[config.mk]
export PLATFORM = sky130hd
export DESIGN_NAME = store_narrow_unit
export DESIGN_NICKNAME = d
export VERILOG_FILES = /design/src/rtl/store_pkg.sv /design/src/rtl/store_lane_merge.sv /design/src/rtl/store_narrow_unit.sv
export SDC_FILE = /design/constraint.sdc
export NUM_CORES = 1
export LEC_CHECK = 0
export CORE_ASPECT_RATIO = 0.5
export CORE_MARGIN = 5
export CORE_UTILIZATION = 40
export DETAILED_ROUTE_END_ITERATION = 10
export GPL_TIMING_DRIVEN = 0
export PLACE_DENSITY_LB_ADDON = 0.3
export SLEW_MARGIN = 10
export SYNTH_ARGS = -nofsm -noshare
export SYNTH_HDL_FRONTEND = slang
export SYNTH_HIERARCHICAL = 1
export SYNTH_SLANG_ARGS = --single-unit
[constraint.sdc]
create_clock -name clk -period 2.2 [get_ports clk]
set_clock_uncertainty 0.15 [all_clocks]
set_input_delay 0.55 -clock clk [delete_from_list [all_inputs] [get_ports clk]]
set_output_delay 0.55 -clock clk [all_outputs]
set_load 0.005 [all_outputs]
[src/rtl/store_pkg.sv]
// Shared size encodings, FSM states and lane selection for the store narrowing path.
// Optional byte-enable variant is selected with STORE_BYTE_ENABLE_EN.
package store_pkg;

  localparam logic [1:0] SZ_BYTE = 2'b00;
  localparam logic [1:0] SZ_HALF = 2'b01;
  localparam logic [1:0] SZ_WORD = 2'b10;

  typedef enum logic [2:0] {IDLE, READ, WAIT, WRITE, FIN} state_t;

  typedef struct packed {
    logic [1:0] lane;
    logic [3:0] be;
  } lane_sel_t;

  // lane is the lowest byte lane touched; big-endian mirrors the lane order.
  function automatic lane_sel_t lane_select(input logic [1:0] size, input logic [1:0] addr_lo,
                                            input logic big_endian);
    lane_sel_t sel;
    sel.lane = 2'd0;
    sel.be   = 4'b0000;
    case (size)
      SZ_BYTE: begin
        sel.lane = big_endian ? ~addr_lo : addr_lo;
        sel.be   = 4'b0001 << sel.lane;
      end
      SZ_HALF: begin
        sel.lane = {addr_lo[1] ^ big_endian, 1'b0};
        sel.be   = 4'b0011 << sel.lane;
      end
      SZ_WORD: sel.be = 4'b1111;
      default: ;
    endcase
    return sel;
  endfunction

  function automatic logic [31:0] replicate(input logic [1:0] size, input logic [31:0] wdata);
    case (size)
      SZ_BYTE: return {4{wdata[7:0]}};
      SZ_HALF: return {2{wdata[15:0]}};
      default: return wdata;
    endcase
  endfunction

endpackage

[src/rtl/store_lane_merge.sv]
// Combinational lane merge: drops the store data into the selected byte lanes of old_word.
module store_lane_merge
  import store_pkg::*;
#(
  parameter bit BIG_ENDIAN = 1'b0
) (
  input  logic [31:0] old_word,
  input  logic [31:0] wdata,
  input  logic [1:0]  size,
  input  logic [1:0]  addr_lo,
  output logic [31:0] merged,
  output logic [3:0]  be
);

  lane_sel_t  sel;
  logic [1:0] src;

  // Active lane i takes data byte (i - lane), so the low data byte lands in the lowest lane.
  always_comb begin
    sel    = lane_select(size, addr_lo, BIG_ENDIAN);
    be     = sel.be;
    merged = old_word;
    src    = 2'd0;
    for (int i = 0; i < 4; i++) begin
      src = 2'(i) - sel.lane;
      if (sel.be[i]) merged[i*8 +: 8] = wdata[{src, 3'b000} +: 8];
    end
  end

endmodule

[src/rtl/store_narrow_unit.sv]
// Narrows a register value to byte/half/word and stores it to word-only memory.
// Default: read-modify-write for sub-word stores; STORE_BYTE_ENABLE_EN adds mem_be and skips the read.
module store_narrow_unit
  import store_pkg::*;
#(
  parameter int ADDR_W     = 32,
  parameter bit BIG_ENDIAN = 1'b0
) (
  input  logic              clk,
  input  logic              rst_n,
  input  logic              req_valid,
  output logic              req_ready,
  input  logic [1:0]        req_size,
  input  logic [ADDR_W-1:0] req_addr,
  input  logic [31:0]       req_wdata,
  output logic [ADDR_W-1:0] mem_addr,
  output logic              mem_rd_en,
  input  logic [31:0]       mem_rdata,
  output logic              mem_wr_en,
  output logic [31:0]       mem_wdata,
`ifdef STORE_BYTE_ENABLE_EN
  output logic [3:0]        mem_be,
`endif
  output logic              done,
  output logic              misalign_err
);

  state_t              state, state_n;
  logic [ADDR_W-1:0]   addr_q;
  logic [1:0]          size_q;
  logic [31:0]         wdata_q;
  logic                err_q;
  logic [31:0]         old_word;
  logic [31:0]         merged;
  logic [3:0]          be;
  logic                misaligned;
  logic                accept;

  assign accept     = req_valid && (state == IDLE);
  assign misaligned = (req_size == 2'b11) ||
                      (req_size == SZ_HALF && req_addr[0]) ||
                      (req_size == SZ_WORD && req_addr[1:0] != 2'b00);

`ifdef STORE_BYTE_ENABLE_EN
  // No read phase: feeding the replicated word as the background makes merged fully replicated.
  assign old_word = replicate(size_q, wdata_q);
`else
  logic [31:0] rdata_q;
  assign old_word = rdata_q;
`endif

  store_lane_merge #(.BIG_ENDIAN(BIG_ENDIAN)) u_merge (
    .old_word (old_word),
    .wdata    (wdata_q),
    .size     (size_q),
    .addr_lo  (addr_q[1:0]),
    .merged   (merged),
    .be       (be)
  );

  always_ff @(posedge clk or negedge rst_n) begin
    if (!rst_n) begin
      state   <= IDLE;
      addr_q  <= '0;
      size_q  <= '0;
      wdata_q <= '0;
      err_q   <= 1'b0;
`ifndef STORE_BYTE_ENABLE_EN
      rdata_q <= '0;
`endif
    end else begin
      state <= state_n;
      if (accept) begin
        addr_q  <= req_addr;
        size_q  <= req_size;
        wdata_q <= req_wdata;
        err_q   <= misaligned;
      end
`ifndef STORE_BYTE_ENABLE_EN
      if (state == WAIT) rdata_q <= mem_rdata;
`endif
    end
  end

  always_comb begin
    state_n = state;
    case (state)
      IDLE: begin
        if (req_valid) begin
          if (misaligned)               state_n = FIN;
          else if (req_size == SZ_WORD) state_n = WRITE;
`ifdef STORE_BYTE_ENABLE_EN
          else                          state_n = WRITE;
`else
          else                          state_n = READ;
`endif
        end
      end
      READ:    state_n = WAIT;
      WAIT:    state_n = WRITE;
      WRITE:   state_n = FIN;
      FIN:     state_n = IDLE;
      default: state_n = IDLE;
    endcase
  end

  always_comb begin
    req_ready    = (state == IDLE);
`ifdef STORE_BYTE_ENABLE_EN
    mem_rd_en    = 1'b0;
    mem_be       = (state == WRITE) ? be : 4'b0000;
`else
    mem_rd_en    = (state == READ);
`endif
    mem_wr_en    = (state == WRITE);
    mem_wdata    = (state == WRITE) ? merged : 32'd0;
    mem_addr     = (state == READ || state == WAIT || state == WRITE) ?
                   {addr_q[ADDR_W-1:2], 2'b00} : '0;
    done         = (state == FIN);
    misalign_err = (state == FIN) && err_q;
  end

endmodule
Word level (Yosys, flattened, before mapping)
Index checks and enable logic that the tools add are counted.
- flip-flop bits (word level): 102
- input bits: 101
- logic and storage cells: 49
- add/sub/neg operators: 4
- equality and inequality tests: 10
- shift-type cells: 6
- multiplexer cells: 12
- reduce and logical (&&, ||, !) cells: 11
- operators by type and width (kind ; count):
    indexed part select 32 x 6 -> 8 bit ; 4
    2-to-1 mux 32 bit ; 2
    2-to-1 mux 8 bit ; 4
    one-hot mux 3 bit (4 select lines) ; 1
    one-hot mux 4 bit (3 select lines) ; 1
    == test 2 bit (second input constant) ; 3
    == test 3 x 2 -> 1 bit (second input constant) ; 2
    2-to-1 mux 3 bit ; 2
    == test 2 x 1 -> 1 bit (second input constant) ; 2
    logical AND 1 bit ; 4
    logical OR 1 bit ; 4
    one-hot mux 2 bit (2 select lines) ; 1
    left shift 1 x 2 -> 4 bit (first input constant) ; 1
    left shift 2 x 2 -> 4 bit (first input constant) ; 1
    subtractor 1 x 2 -> 2 bit (first input constant) ; 2
    subtractor 2 bit (first input constant) ; 2
    == test 3 x 1 -> 1 bit (second input constant) ; 1
    == test 3 bit (second input constant) ; 1
    zero test 3 bit ; 1
    zero test 2 bit ; 1
    2-to-1 mux 2 bit ; 1
    inequality test 2 bit (second input constant) ; 1
    nonzero test 2 bit ; 1

Longest topological paths before layout
Gate-level depths: netlist of run 1.
- depth after elaboration: 7
- mapped depth: 7

By module
The synthesis of run 1 kept the hierarchy.
- modules (own cells, without submodules) (module ; times used ; cells an instance ; area an instance (um^2) ; sequential area each (um^2)):
    store_narrow_unit ; 1 ; 302 ; 4307.9 ; 2552.4
    store_lane_merge ; 1 ; 151 ; 1103.6 ; 0.0

Worst setup path before layout of run 1
No wires, ideal clock.
- path kind: register -> output
- start point: reg size_q[0]
- end point: out mem_wdata[16]
- data arrival time: 1343 ps
- data required time: 1500 ps
- slack: 157 ps
- stages on the path, launching flop included: 8
- path buffers: 3
- path through: dfrtp_1 buf_6 nand2b_1 clkbuf_2 buf_2 o22a_1 o21a_1 and2_1
- longest elaborated chain between the ends: 6
- elaborated cells between the ends (all ways): 9
- those cells by class: 1 x add/sub; 2 x eq/ne; 1 x shift; 4 x mux; 1 x reduce/logical
- RTL lines (item ; RTL line ; source):
    start: declaration ; store_narrow_unit.sv:30 ; logic [1:0] size_q;
    start signal: assignment ; store_narrow_unit.sv:75 ; size_q <= req_size;
    == test 2 x 1 -> 1 bit / zero test 2 bit (equally long branches) ; store_pkg.sv:22 ; case (size)
    one-hot mux 2 bit (2 select lines) ; store_pkg.sv:22 ;
    subtractor 2 bit ; store_lane_merge.sv:25 ; src = 2'(i) - sel.lane;
    indexed part select 32 x 6 -> 8 bit ; store_lane_merge.sv:26 ; if (sel.be[i]) merged[i*8 +: 8] = wdata[{src, 3'b000} +: 8];
    2-to-1 mux 8 bit (*) ; store_lane_merge.sv:26 ;
    via merged[16] ; store_narrow_unit.sv:34 ; logic [31:0] merged;
    2-to-1 mux 32 bit (*) ; store_narrow_unit.sv:116 ; mem_wdata = (state == WRITE) ? merged : 32'd0;
    end: declaration ; store_narrow_unit.sv:20 ; output logic [31:0] mem_wdata,
Mark *: on every way through the listed nets, which the timed path passes. The rest lies on a longest branch.

Worst setup path after layout of run 1
- start point: reg size_q[0]
- end point: out mem_wdata[31]
Same word-level chain as after synthesis.

==> results of run 1 <==
flip-flops by register name (all words and copies together) (netlist names):
signal    cells
old_word     32
addr_q       32
err_q         1
size_q        2
wdata_q      32
state         3
worst paths after layout:
check / from / endpoint / slack [ps] / depth (start not counted)
setup / recovery: size_q[0]$_DFFE_PN0P_ / mem_wdata[31] / -590 / 8
hold / removal: wdata_q[30]$_DFFE_PN0P_ / wdata_q[30]$_DFFE_PN0P_ / 340 / 1
setup reg to reg: state[1]$_DFFE_PN0P_ / wdata_q[26]$_DFFE_PN0P_ / 120 / 7
hold reg to reg: wdata_q[30]$_DFFE_PN0P_ / wdata_q[30]$_DFFE_PN0P_ / 340 / 1
max in group asynchronous: rst_n / addr_q[1]$_DFFE_PN0P_ / 730 / 3
min in group asynchronous: rst_n / addr_q[2]$_DFFE_PN0P_ / 490 / 2
layer usage:
metal	track usage, %	vias up	routed length (um)
li1	-	2136	-
met1	26.9	2385	7450
met2	36.6	211	8760
met3	7.33	42	1480
met4	7.31	2	453
met5	0	-	9
power groups by stage:
| stage | sequential [uW] | clock [uW] | combinational [uW] |
|---|---|---|---|
| after floorplan | 3320 | 0 | 4140 |
| after global placement | 3550 | 0 | 6310 |
| after detailed placement | 3590 | 0 | 6420 |
| after CTS | 3650 | 1570 | 8410 |
| after global routing | 3920 | 1670 | 10600 |
| final | 3810 | 1550 | 9920 |
what timing repair did:
item / 4_1_cts / 5_1_grt
gates resized for setup: 416 / 99
hold buffers: 1 / 0
buffers inserted: 65 / 19
endpoints found under the hold margin: 25 / 0
endpoints found under the setup margin: 67 / 138
pin swaps: 69 / 32
cloned: 3 / 1
layout make-up:
class,count,area share [%]
clock buffer,10,2.68
buffer,29,3.53
clock inverter,6,0.505
tap,176,2.47
sequential,102,28.6
timing repair buffer,256,27.2
multi-input combinational,317,34.9
critical path: cells and delay by family (launching register included):
kind	cells	cell delay (ps)
buffers and inverters	3	560
flip-flops	1	390
AND/OR/NAND/NOR	3	390
multiplexers	1	320
AO/OA/AOI/OAI	1	70
through the flow:
stage / std cells / hold WS [ps] / utilization (%)
2_1_floorplan: 453 / 104 / -
3_3_place_gp: 796 / 308 / 54.5
3_5_place_dp: 797 / 285 / 54.7
4_1_cts: 881 / 335 / 63.0
5_1_grt: 896 / 355 / 66.6
6_report: 896 / 335 / 66.6
layout by cell type, fill, tap and decap left out, types with 3 or more instances in the layout:
cell type,count
nor2_1,15
buf_12,3
buf_2,40
buf_4,41
buf_6,85
clkinvlp_4,3
dfrtp_1,100
a21oi_2,14
nand2b_4,3
nand2b_1,7
and2_1,31
o31ai_1,5
a221oi_2,4
o22ai_2,6
mux2_1,19
and2_4,32
nor3b_2,3
mux2i_2,4
mux2i_4,5
mux2_2,80
a21oi_1,11
o22a_1,8
o21ai_4,5
clkdlybuf4s50_1,99
o21a_1,8
buf_8,10
nor2_2,3
clkbuf_16,9
nor3b_1,4
o31a_1,6
==> results.cfg, run 1 <==
[outcome]
status = finished with violations
failed_checks = negative setup slack

[logic_synthesis]
synthCells = 452
syn_area_sq_um = 5400
postSynthAreaPerCell_sq_um = 12.0
synth_warnings = 6

[floorplan]
dieArea_sq_um = 16100
num_rows = 30
die_x_um = 174
die_h_um = 92.2
start_util_pct = 40.3
core_sq_um = 13400
ioPinCount = 170

[timing]
hold_viol = 0
drv_slew = 0
setup_ws_ps = -588
setup_viol = 64
rsz0062_at_grt = true
tns_ps = -18110
final.min_clock_period_ps = 2790
post-route-period-util_pct = 127
max_freq_mhz = 359

[critical_path]
max_stage_delay_ps = 390
worstPathMaxFanout = 8
crit_top_cell = buf_6
crit_path_end_kind = primary output
arrival_ps = 2090
crit_path_start_kind = flop
critPathKind = reg -> out
worstPathRequired_ps = 1500
crit_chain = buf_6 > nor2b_4 > buf_6 > mux2_4 > nand2_2 > a21oi_2 > and2_4 > dlygate4sd2_1
slowest_stage = dfrtp_1

[detailed_routing]
drc = 0
first_pass_iters = 5
drt_iter0_drc = 364
vias = 4776
ant_nets = 0
wl_per_cell_um = 20.3
drt_wl_total_mm = 18.2
via_per_inst = 5.33

[pwr]
power_switching_uw = 5710
netSwitchingFraction_pct = 37.4
p_per_area_nw_per_um2 = 1710
pwr-share-comb_pct = 64.9
seqPwrFrac_pct = 25.0
leakagePower_uw = 0.00387
finalPower_uw = 15300
irDropWorstVdd_mv = 0.773
p_clk_share_pct = 10.1
power.internal_uw = 9570

[cts]
cts_root_buf = clkbuf_16
h-tree-depth = 3
clockBufferDepth = 2
cts_tree = yes
insertion_delay_ps = 350
cts_sinks = 102
clk_pin_slew_worst_paths_ps = 70
cts_inserted_buffers = 9

[finish]
multiInputGateArea_sq_um = 3120
seq_area_sq_um = 2550
fillers = 954
postLayoutCellArea_sq_um = 8920
drive_gt1_share_pct = 53.9
nNetsFinal = 816
syn_to_final_growth_pct = 65.1
antenna_cells = 0

[grt]
globalRouteOverflowTotal = 0
grt_pass1_vias = 5106
grt_max_degree = 78
grt_pass1_wl_mm = 27.9
antenna_found_initial = 1
track_usage_pct = 21.9

[place]
dpl_cell_area_sq_um = 7330
port_buffers = 167
dp_slack_ps = -576
gp_congestion = 0.827
dpl.hpwl_mm = 11.0

[flow_run]
max-cap-violations = 0

[hold_path]
hp-class = reg -> reg
Note: power is estimated with default switching activity, not from simulation.
==> run 2: changes to the inputs <==
--- a/config.mk
+++ b/config.mk
@@ -7,7 +7,7 @@
 export LEC_CHECK = 0
 export CORE_ASPECT_RATIO = 0.5
 export CORE_MARGIN = 5
-export CORE_UTILIZATION = 40
+export CORE_UTILIZATION = 47
 export DETAILED_ROUTE_END_ITERATION = 10
 export GPL_TIMING_DRIVEN = 0
 export PLACE_DENSITY_LB_ADDON = 0.3
==> constraint.sdc (replaced) <==
create_clock -name clk -period 2.7 [get_ports clk]
set_clock_uncertainty 0.15 [all_clocks]
set_input_delay 0.675 -clock clk [delete_from_list [all_inputs] [get_ports clk]]
set_output_delay 0.675 -clock clk [all_outputs]
set_load 0.005 [all_outputs]
==> run 2 against run 1 <==
The flow still finishes with violations (negative setup slack). First-iteration DRC count increased by 26%. Core utilization grew 13 points. Global-route usage up 4.2 points. Sequential share of layout area up 0.41 points. Register-to-register slack better by 350 ps. Final cell count fell by 5.8%. Non-clock buffer count down 21. Clock power decreased by 8%. Via count is 4.3% higher. Hold slack lost 3.8 ps.
==> results.cfg, run 2 (synthesized netlist as in run 1, its figures left out) <==
[timing]
tns_ps = -4650
final.min_clock_period_ps = 2940
maxSlewHeadroom_pct = 62.8
post-route-period-util_pct = 109
fin_hold_ws_ps = 332
max_freq_mhz = 340
hold_viol = 0
worst-slew-pin-transition_ps = 555
drv_slew = 0
setup_ws_ps = -241
rsz0062_at_grt = true
setup_viol = 32

[critical_path]
critPathKind = reg -> out
arrival_ps = 2120
r2r-start = state[0]$_DFFE_PN0P_
worstPathMaxFanout = 8
crit_path_end_kind = primary output
timing.rr.end = old_word[28]$_DFFE_PN0P_
worst-r2r-setup-slack_ps = 470
worstPathRequired_ps = 1880
ff2ff_path_depth = 5
crit_path_start_kind = flop

[cts]
cts_root_buf = clkbuf_16
h-tree-depth = 3
cts_inserted_buffers = 9
cts_tree = yes
insertion_delay_ps = 350
cts_sinks = 102
clk_pin_slew_worst_paths_ps = 70
clockBufferDepth = 2

[floorplan]
die_x_um = 162
core_sq_um = 11100
ioPinCount = 170
num_rows = 27
die_h_um = 85.8
start_util_pct = 48.6
dieArea_sq_um = 13900

[hold_path]
worstHoldStart = addr_q[3]$_DFFE_PN0P_
hold_depth = 1
hp-class = reg -> reg
whs_endpoint = addr_q[3]$_DFFE_PN0P_

[place]
dpl_cell_area_sq_um = 7290
dpl.hpwl_mm = 11.2
port_buffers = 167
placed_cells = 766
gp_congestion = 0.870

[outcome]
failed_checks = negative setup slack
status = finished with violations

[grt]
track_usage_pct = 26.2
grt_max_degree = 88
antenna_found_initial = 0
grt_pass1_vias = 5104
globalRouteOverflowTotal = 0
grt_pass1_wl_mm = 28.3

[detailed_routing]
drt_wl_total_mm = 20.3
vias = 4979
wl_per_cell_um = 24.0
ant_nets = 0
via_per_inst = 5.90
drc = 0
first_pass_iters = 5
drt_iter0_drc = 459

[finish]
layout_common_cells = clkdlybuf4s50_1 (110), dfrtp_1 (100), mux2_2 (80)
drive_gt1_share_pct = 43.5
nNetsFinal = 795
fillers = 620
antenna_cells = 0
syn_to_final_growth_pct = 62.7
final_cells = 844
final_util_pct = 79.1
multiInputGateArea_sq_um = 3090
layout_commonest_cell = clkdlybuf4s50_1
postLayoutCellArea_sq_um = 8790
seq_area_sq_um = 2550

[pwr]
p_per_area_nw_per_um2 = 1410
irDropWorstVdd_mv = 0.575
leakagePower_uw = 0.00393

[flow_run]
max-cap-violations = 0
## run 2: changes by cell type in the layout (fill, tap and decap cells not counted), moves of 11 or more
cell	before	now
buf_4	41	27
and2_4	32	4
dlymetal6s2s_1	0	16
and2_1	31	59
buf_6	85	46
clkdlybuf4s50_1	99	110
## run 2: cell type report
cell class | count | area share, %
multi-input combinational | 317 | 35.2
timing repair buffer | 231 | 26.4
tap | 145 | 2.06
sequential | 102 | 29.1
clock buffer | 11 | 2.65
buffer | 33 | 3.76
clock inverter | 5 | 0.925
## run 2: per-stage QoR
step / worst slack [ps] / power, uW
5_1_grt: -325 / 12900
2_1_floorplan: 532 / 6080
3_3_place_gp: -3110 / 8010
3_5_place_dp: -152 / 8180
6_report: -241 / 12400
4_1_cts: -132 / 10900
## run 2: worst max-delay path by stage
stage                                      from                  endpoint  slack [ps]
after floorplan           size_q[0]$_DFFE_PN0P_             mem_wdata[16]         530
after global placement                    rst_n  old_word[19]$_DFFE_PN0P_       -3110
after detailed placement  addr_q[1]$_DFFE_PN0P_             mem_wdata[27]        -150
after CTS                 size_q[0]$_DFFE_PN0P_              mem_wdata[9]        -130
after global routing      size_q[0]$_DFFE_PN0P_             mem_wdata[27]        -320
final                     size_q[0]$_DFFE_PN0P_              mem_wdata[9]        -240
## run 2: repair_timing
item	in CTS	in global routing
pin swaps	42	28
hold buffers	1	0
gates cloned	1	1
setup endpoints to repair	63	54
gates resized for setup	240	85
hold endpoints to repair	9	0
buffers inserted	48	14
## run 2: metal layers
layer / global-route usage (%) / share of wire (%) / up-vias
met5: 0 / 0 / -
met4: 8.37 / 4.2 / 0
met3: 10.4 / 11 / 82
met2: 43.8 / 46 / 325
met1: 31.5 / 38 / 2464
li1: - / - / 2108
## run 2: report_power, final
| part | switching, uW | internal, uW |
|---|---|---|
| registers | 841 | 2330 |
| logic | 3400 | 4370 |
| clock network | 608 | 816 |
| total | 4850 | 7520 |
## run 2: worst max-delay path, cell delays in order (launching register included)
cell and delay, ps:
dfrtp_1 390, buf_6 160, nand2b_4 200, nor2_8 220, buf_6 160, mux2i_4 270, a21oi_1 90, and2_1 150
buf_2 120
==> run 3: changes to the inputs <==
--- a/config.mk
+++ b/config.mk
@@ -9,9 +9,10 @@
 export CORE_MARGIN = 5
 export CORE_UTILIZATION = 47
 export DETAILED_ROUTE_END_ITERATION = 10
+export GPL_ROUTABILITY_DRIVEN = 0
 export GPL_TIMING_DRIVEN = 0
 export PLACE_DENSITY_LB_ADDON = 0.3
-export SLEW_MARGIN = 10
+export SLEW_MARGIN = 15
 export SYNTH_ARGS = -nofsm -noshare
 export SYNTH_HDL_FRONTEND = slang
 export SYNTH_HIERARCHICAL = 1
==> run 3 against run 2 <==
The flow still finishes with violations (negative setup slack). Critical path depth stayed put. Non-clock buffer count decreased by 5. Design area shrank 2.4%. Wire length is 5.3% lower. Register-to-register slack better by 120 ps. Largest cell class unchanged. Highest routed layer unchanged.
==> results.cfg, run 3 (synthesized netlist as in run 1, its figures left out) <==
[outcome]
status = finished with violations
failed_checks = negative setup slack

[critical_path]
crit_path_end_kind = primary output
slowest_stage = dfrtp_1
cp_num_buf_inv = 3
critPathKind = reg -> out
cp_top_family = simple AND/OR/NAND/NOR gates
worstPathRequired_ps = 1880
crit_top_cell = buf_6
worstPathMaxFanout = 7
arrival_ps = 2100
crit_chain = buf_6 > nor2b_4 > buf_6 > nor3b_1 > a221oi_1 > a21oi_1 > and2_1 > clkbuf_2
max_stage_delay_ps = 390
crit_path_start_kind = flop

[cts]
h-tree-depth = 3
clockBufferDepth = 2
insertion_delay_ps = 350
cts_inserted_buffers = 9
cts_root_buf = clkbuf_16
cts_tree = yes
cts_sinks = 102
clk_pin_slew_worst_paths_ps = 70

[detailed_routing]
drt_wl_total_mm = 19.2
first_pass_iters = 5
drt_iter0_drc = 490
ant_nets = 0
drc = 0
wl_per_cell_um = 22.9
via_per_inst = 5.81
vias = 4872

[timing]
final.min_clock_period_ps = 2920
setup_viol = 32
post-route-period-util_pct = 108
hold_viol = 0
worst-slew-pin-transition_ps = 579
drv_slew = 0
maxSlewHeadroom_pct = 61.2
max_freq_mhz = 342
setup_ws_ps = -223
rsz0062_at_grt = true

[finish]
final_util_pct = 77.2
seq_area_sq_um = 2550
drive_gt1_share_pct = 42.1
antenna_cells = 0
syn_to_final_growth_pct = 58.8
multiInputGateArea_sq_um = 2970
postLayoutCellArea_sq_um = 8580
fillers = 658
final_cells = 839
nNetsFinal = 790
layout_commonest_cell = clkdlybuf4s50_1
layout_common_cells = clkdlybuf4s50_1 (111), dfrtp_1 (100), mux2_2 (80)

[floorplan]
start_util_pct = 48.6
dieArea_sq_um = 13900
core_sq_um = 11100
ioPinCount = 170
num_rows = 27
die_x_um = 162
die_h_um = 85.8

[place]
placed_cells = 766
dp_slack_ps = -153
dpl.hpwl_mm = 11.1
port_buffers = 167
dpl_cell_area_sq_um = 7290

[pwr]
p_per_area_nw_per_um2 = 1380
leakagePower_uw = 0.00386
finalPower_uw = 11800
irDropWorstVdd_mv = 0.633

[grt]
grt_max_degree = 74
grt_pass1_wl_mm = 26.6
globalRouteOverflowTotal = 0
grt_pass1_vias = 5027
antenna_found_initial = 0
track_usage_pct = 24.5

[hold_path]
hp-class = in -> async

[flow_run]
max-cap-violations = 0
-- run 3: per-layer routing --
metal | global-route usage (%) | wire, um
met1 | 30.0 | 7440
met2 | 40.0 | 8780
met3 | 9.03 | 2240
met4 | 9.59 | 734
met5 | 0 | 0
-- run 3: cell type report --
cell class | instances | share of cell area (%)
Sequential cell | 102 | 29.8
Buffer | 31 | 3.72
Clock buffer | 9 | 2.62
Timing Repair Buffer | 228 | 26.1
Clock inverter | 7 | 1.11
Multi-Input combinational cell | 317 | 34.6
Tap cell | 145 | 2.11
-- run 3: worst paths after layout --
check | startpoint | endpoint | slack, ps | cells after the start
max | size_q[0]$_DFFE_PN0P_ | mem_wdata[24] | -220 | 8
min | rst_n | addr_q[6]$_DFFE_PN0P_ | 40 | 1
max reg2reg | state[2]$_DFFE_PN0P_ | old_word[29]$_DFFE_PN0P_ | 590 | 4
min reg2reg | addr_q[4]$_DFFE_PN0P_ | addr_q[4]$_DFFE_PN0P_ | 330 | 1
max in group asynchronous | rst_n | wdata_q[13]$_DFFE_PN0P_ | 1690 | 2
min in group clk | addr_q[4]$_DFFE_PN0P_ | addr_q[4]$_DFFE_PN0P_ | 330 | 1
-- run 3: metrics by stage --
| step | hold WS, ps | TNS, ps |
|---|---|---|
| 2_1_floorplan | 229 | 0 |
| 3_3_place_gp | 308 | -318440 |
| 3_5_place_dp | 319 | -2510 |
| 4_1_cts | 45.8 | -2220 |
| 5_1_grt | 54.6 | -5920 |
| 6_report | 38.8 | -3980 |
-- run 3: power breakdown --
group / switching [uW] / total, uW / internal, uW / leakage (uW)
combinational: 3170 / 7280 / 4100 / 0.00250
clock: 608 / 1420 / 816 / 0.000156
sequential: 789 / 3120 / 2330 / 0.00120
-- run 3: repair_timing --
| action | in CTS | in global routing |
|---|---|---|
| cloned | 1 | 3 |
| hold buffers | 0 | 0 |
| hold endpoints to repair | 0 | 0 |
| gates resized for setup | 248 | 58 |
| buffers inserted | 41 | 15 |
| pin swaps | 45 | 29 |
| endpoints found under the setup margin | 63 | 56 |
==> RTL change (flow settings as in run 3) <==
Build with the macro `STORE_BYTE_ENABLE_EN` defined.
--- a/src/rtl/store_narrow_unit.sv
+++ b/src/rtl/store_narrow_unit.sv
@@ -1,4 +1,6 @@
 // Narrows a register value to byte/half/word and stores it to word-only memory.
 // Default: read-modify-write for sub-word stores; STORE_BYTE_ENABLE_EN adds mem_be and skips the read.
+`define STORE_BYTE_ENABLE_EN
+
 module store_narrow_unit
   import store_pkg::*;
Check against the original RTL (old outputs only; new: mem_be): not equivalent (a bounded check fails within 4 cycles, from zero or initial values and one cycle with rst_n low).
==> RTL change against run 3 <==
- the flow still finishes with violations (negative setup slack)
- design area fell by 12%
- synthesized area shrank 13%
- wire length decreased by 12%
- via count is 7.5% lower
- sequential cell count fell by 32
- clock power decreased by 16%
- setup slack got worse by 76 ps
- global-route usage increased by 2.4 points
- register-to-register slack gained 110 ps
- power shrank 8.3%
- non-clock buffer count decreased by 23
- critical endpoint is now mem_wdata[27]
==> RTL change: results (changes against run 3) <==
run status finished with violations; failing checks negative setup slack; Worst-path clk slew about 60 ps; number of global-route vias before repair 4691 (-6.7%); 1st-iter DRT viols 405 (-17%); sequential share of the synthesized area 0.3745; post-synthesis cell type count 44; Area contributors post-synth dfrtp_1 37%, mux2_2 15%, and2_1 9.0%, mux2_4 6.1%, mux2i_1 3.4%; # diodes 0 (unchanged); Slowest cell on crit path dfrtp_1; Placed Instance Area 0.006252 mm^2 (-14%); Final #Nets 752 (-4.8%); first-pass GRT wire length 24.88 mm (-6.5%); Inserted Clock Buffers 9 (unchanged); Leak 3.327 nW (-14%); Slew HR 0.6073 (-0.004657); worst-skew pair later-pin latency 330 ps (-20 ps); HP Class in2async; R2R setup slack 700 ps (+110 ps); sequential group power 2.39 mW (-23%); Final TNS setup -4835 ps (-851.5 ps); # resized after CTS 238 (-4.0%); sw power 4.337 mW (-5.1%); root buf cell clkbuf_16; Worst Reg-to-Reg Cells 7 (+3); Comb group 7.25 mW; VDD IR-drop max 0.0006518 V (+3.0%); asr flop ratio synth 1.000; layout cells sized above 1 0.4619 (+0.04114); initial antenna violation count 0 (unchanged); I/O Buffers 138 (-17%); total wire length 16.88 mm (-12%); clk buf depth 2 (unchanged); largest net degree at the start of global routing 45 (-39%); drt pass-1 iters 5 (unchanged); commonest cells in the netlist 70 x dfrtp_1, 67 x and2_1, 64 x mux2_2; critical path arrival 2170 ps (+70 ps); YS warnings 6 (unchanged); reg2reg end wdata_q[20]; final setup vio count 33 (+3.1%); r2r startpoint state[0]; drt via density 5.698 (-1.9%); CTS H-Tree Depth 3 (unchanged); GRT Total Usage 0.2693 (+0.02433); Setup Fix Bufs, Post-CTS 50 (+22%); Max stage delay on crit path 410 ps (+20 ps); DP HPWL 9.854 mm (-12%); critical path peak fanout 7 (unchanged); Largest regs addr_q: 32 flops, wdata_q: 32 flops, state: 3 flops; final worst slack -299.5 ps (-76.05 ps)
-- RTL change: final cells by class --
cell class | count | area, um^2
plain buffers | 32 | 375.4
clock buffers | 12 | 256.5
clock inverters | 4 | 45.04
fillers | 593 | 2024
inverters | 1 | 3.754
multi-input cells | 333 | 3052
flip-flops and latches | 70 | 1757
well taps | 135 | 168.9
repair buffers | 204 | 1889
-- RTL change: worst max-delay path by stage --
stage / startpoint / endpoint
2_1_floorplan: size_q[1] / mem_wdata[19]
3_3_place_gp: rst_n / wdata_q[11]
3_5_place_dp: size_q[1] / mem_wdata[21]
4_1_cts: size_q[0] / mem_wdata[15]
5_1_grt: size_q[0] / mem_wdata[26]
6_report: size_q[0] / mem_wdata[27]
-- RTL change: stage by stage --
stage          instances  worst slack (ps)  hold WS [ps]    util  power [mW]
2_1_floorplan        437             316.8         229.4       -       5.428
3_3_place_gp         710             -1576         330.9  0.6514       7.265
3_5_place_dp         711            -449.1         337.4  0.6532       7.391
4_1_cts              778            -207.1         107.2  0.7549       9.777
5_1_grt              791            -342.9         121.2  0.7885       11.44
6_report             791            -299.5         102.3  0.7885       10.83
-- RTL change: worst max-delay path: cells and delay by family (launching register included) --
| family | cells | cell delay, ps |
|---|---|---|
| flip-flops | 1 | 410 |
| buffers and inverters | 5 | 670 |
| AND/OR/NAND/NOR | 3 | 440 |
| AO/OA/AOI/OAI | 2 | 330 |
-- RTL change: routing by layer --
| layer | track usage | routed length [um] |
|---|---|---|
| met4 | 0.07505 | 528 |
| met3 | 0.1127 | 1864 |
| met2 | 0.4566 | 8093 |
| met5 | 0 | 0 |
| met1 | 0.3153 | 6389 |
-- RTL change: cell families after synthesis --
logic type	count (synthesis)	synth area share
flops	70	0.3745
buf+inv	36	0.05591
mux	103	0.2638
other cells	1	0.0008018
compound gates	97	0.1402
simple gates	128	0.1648
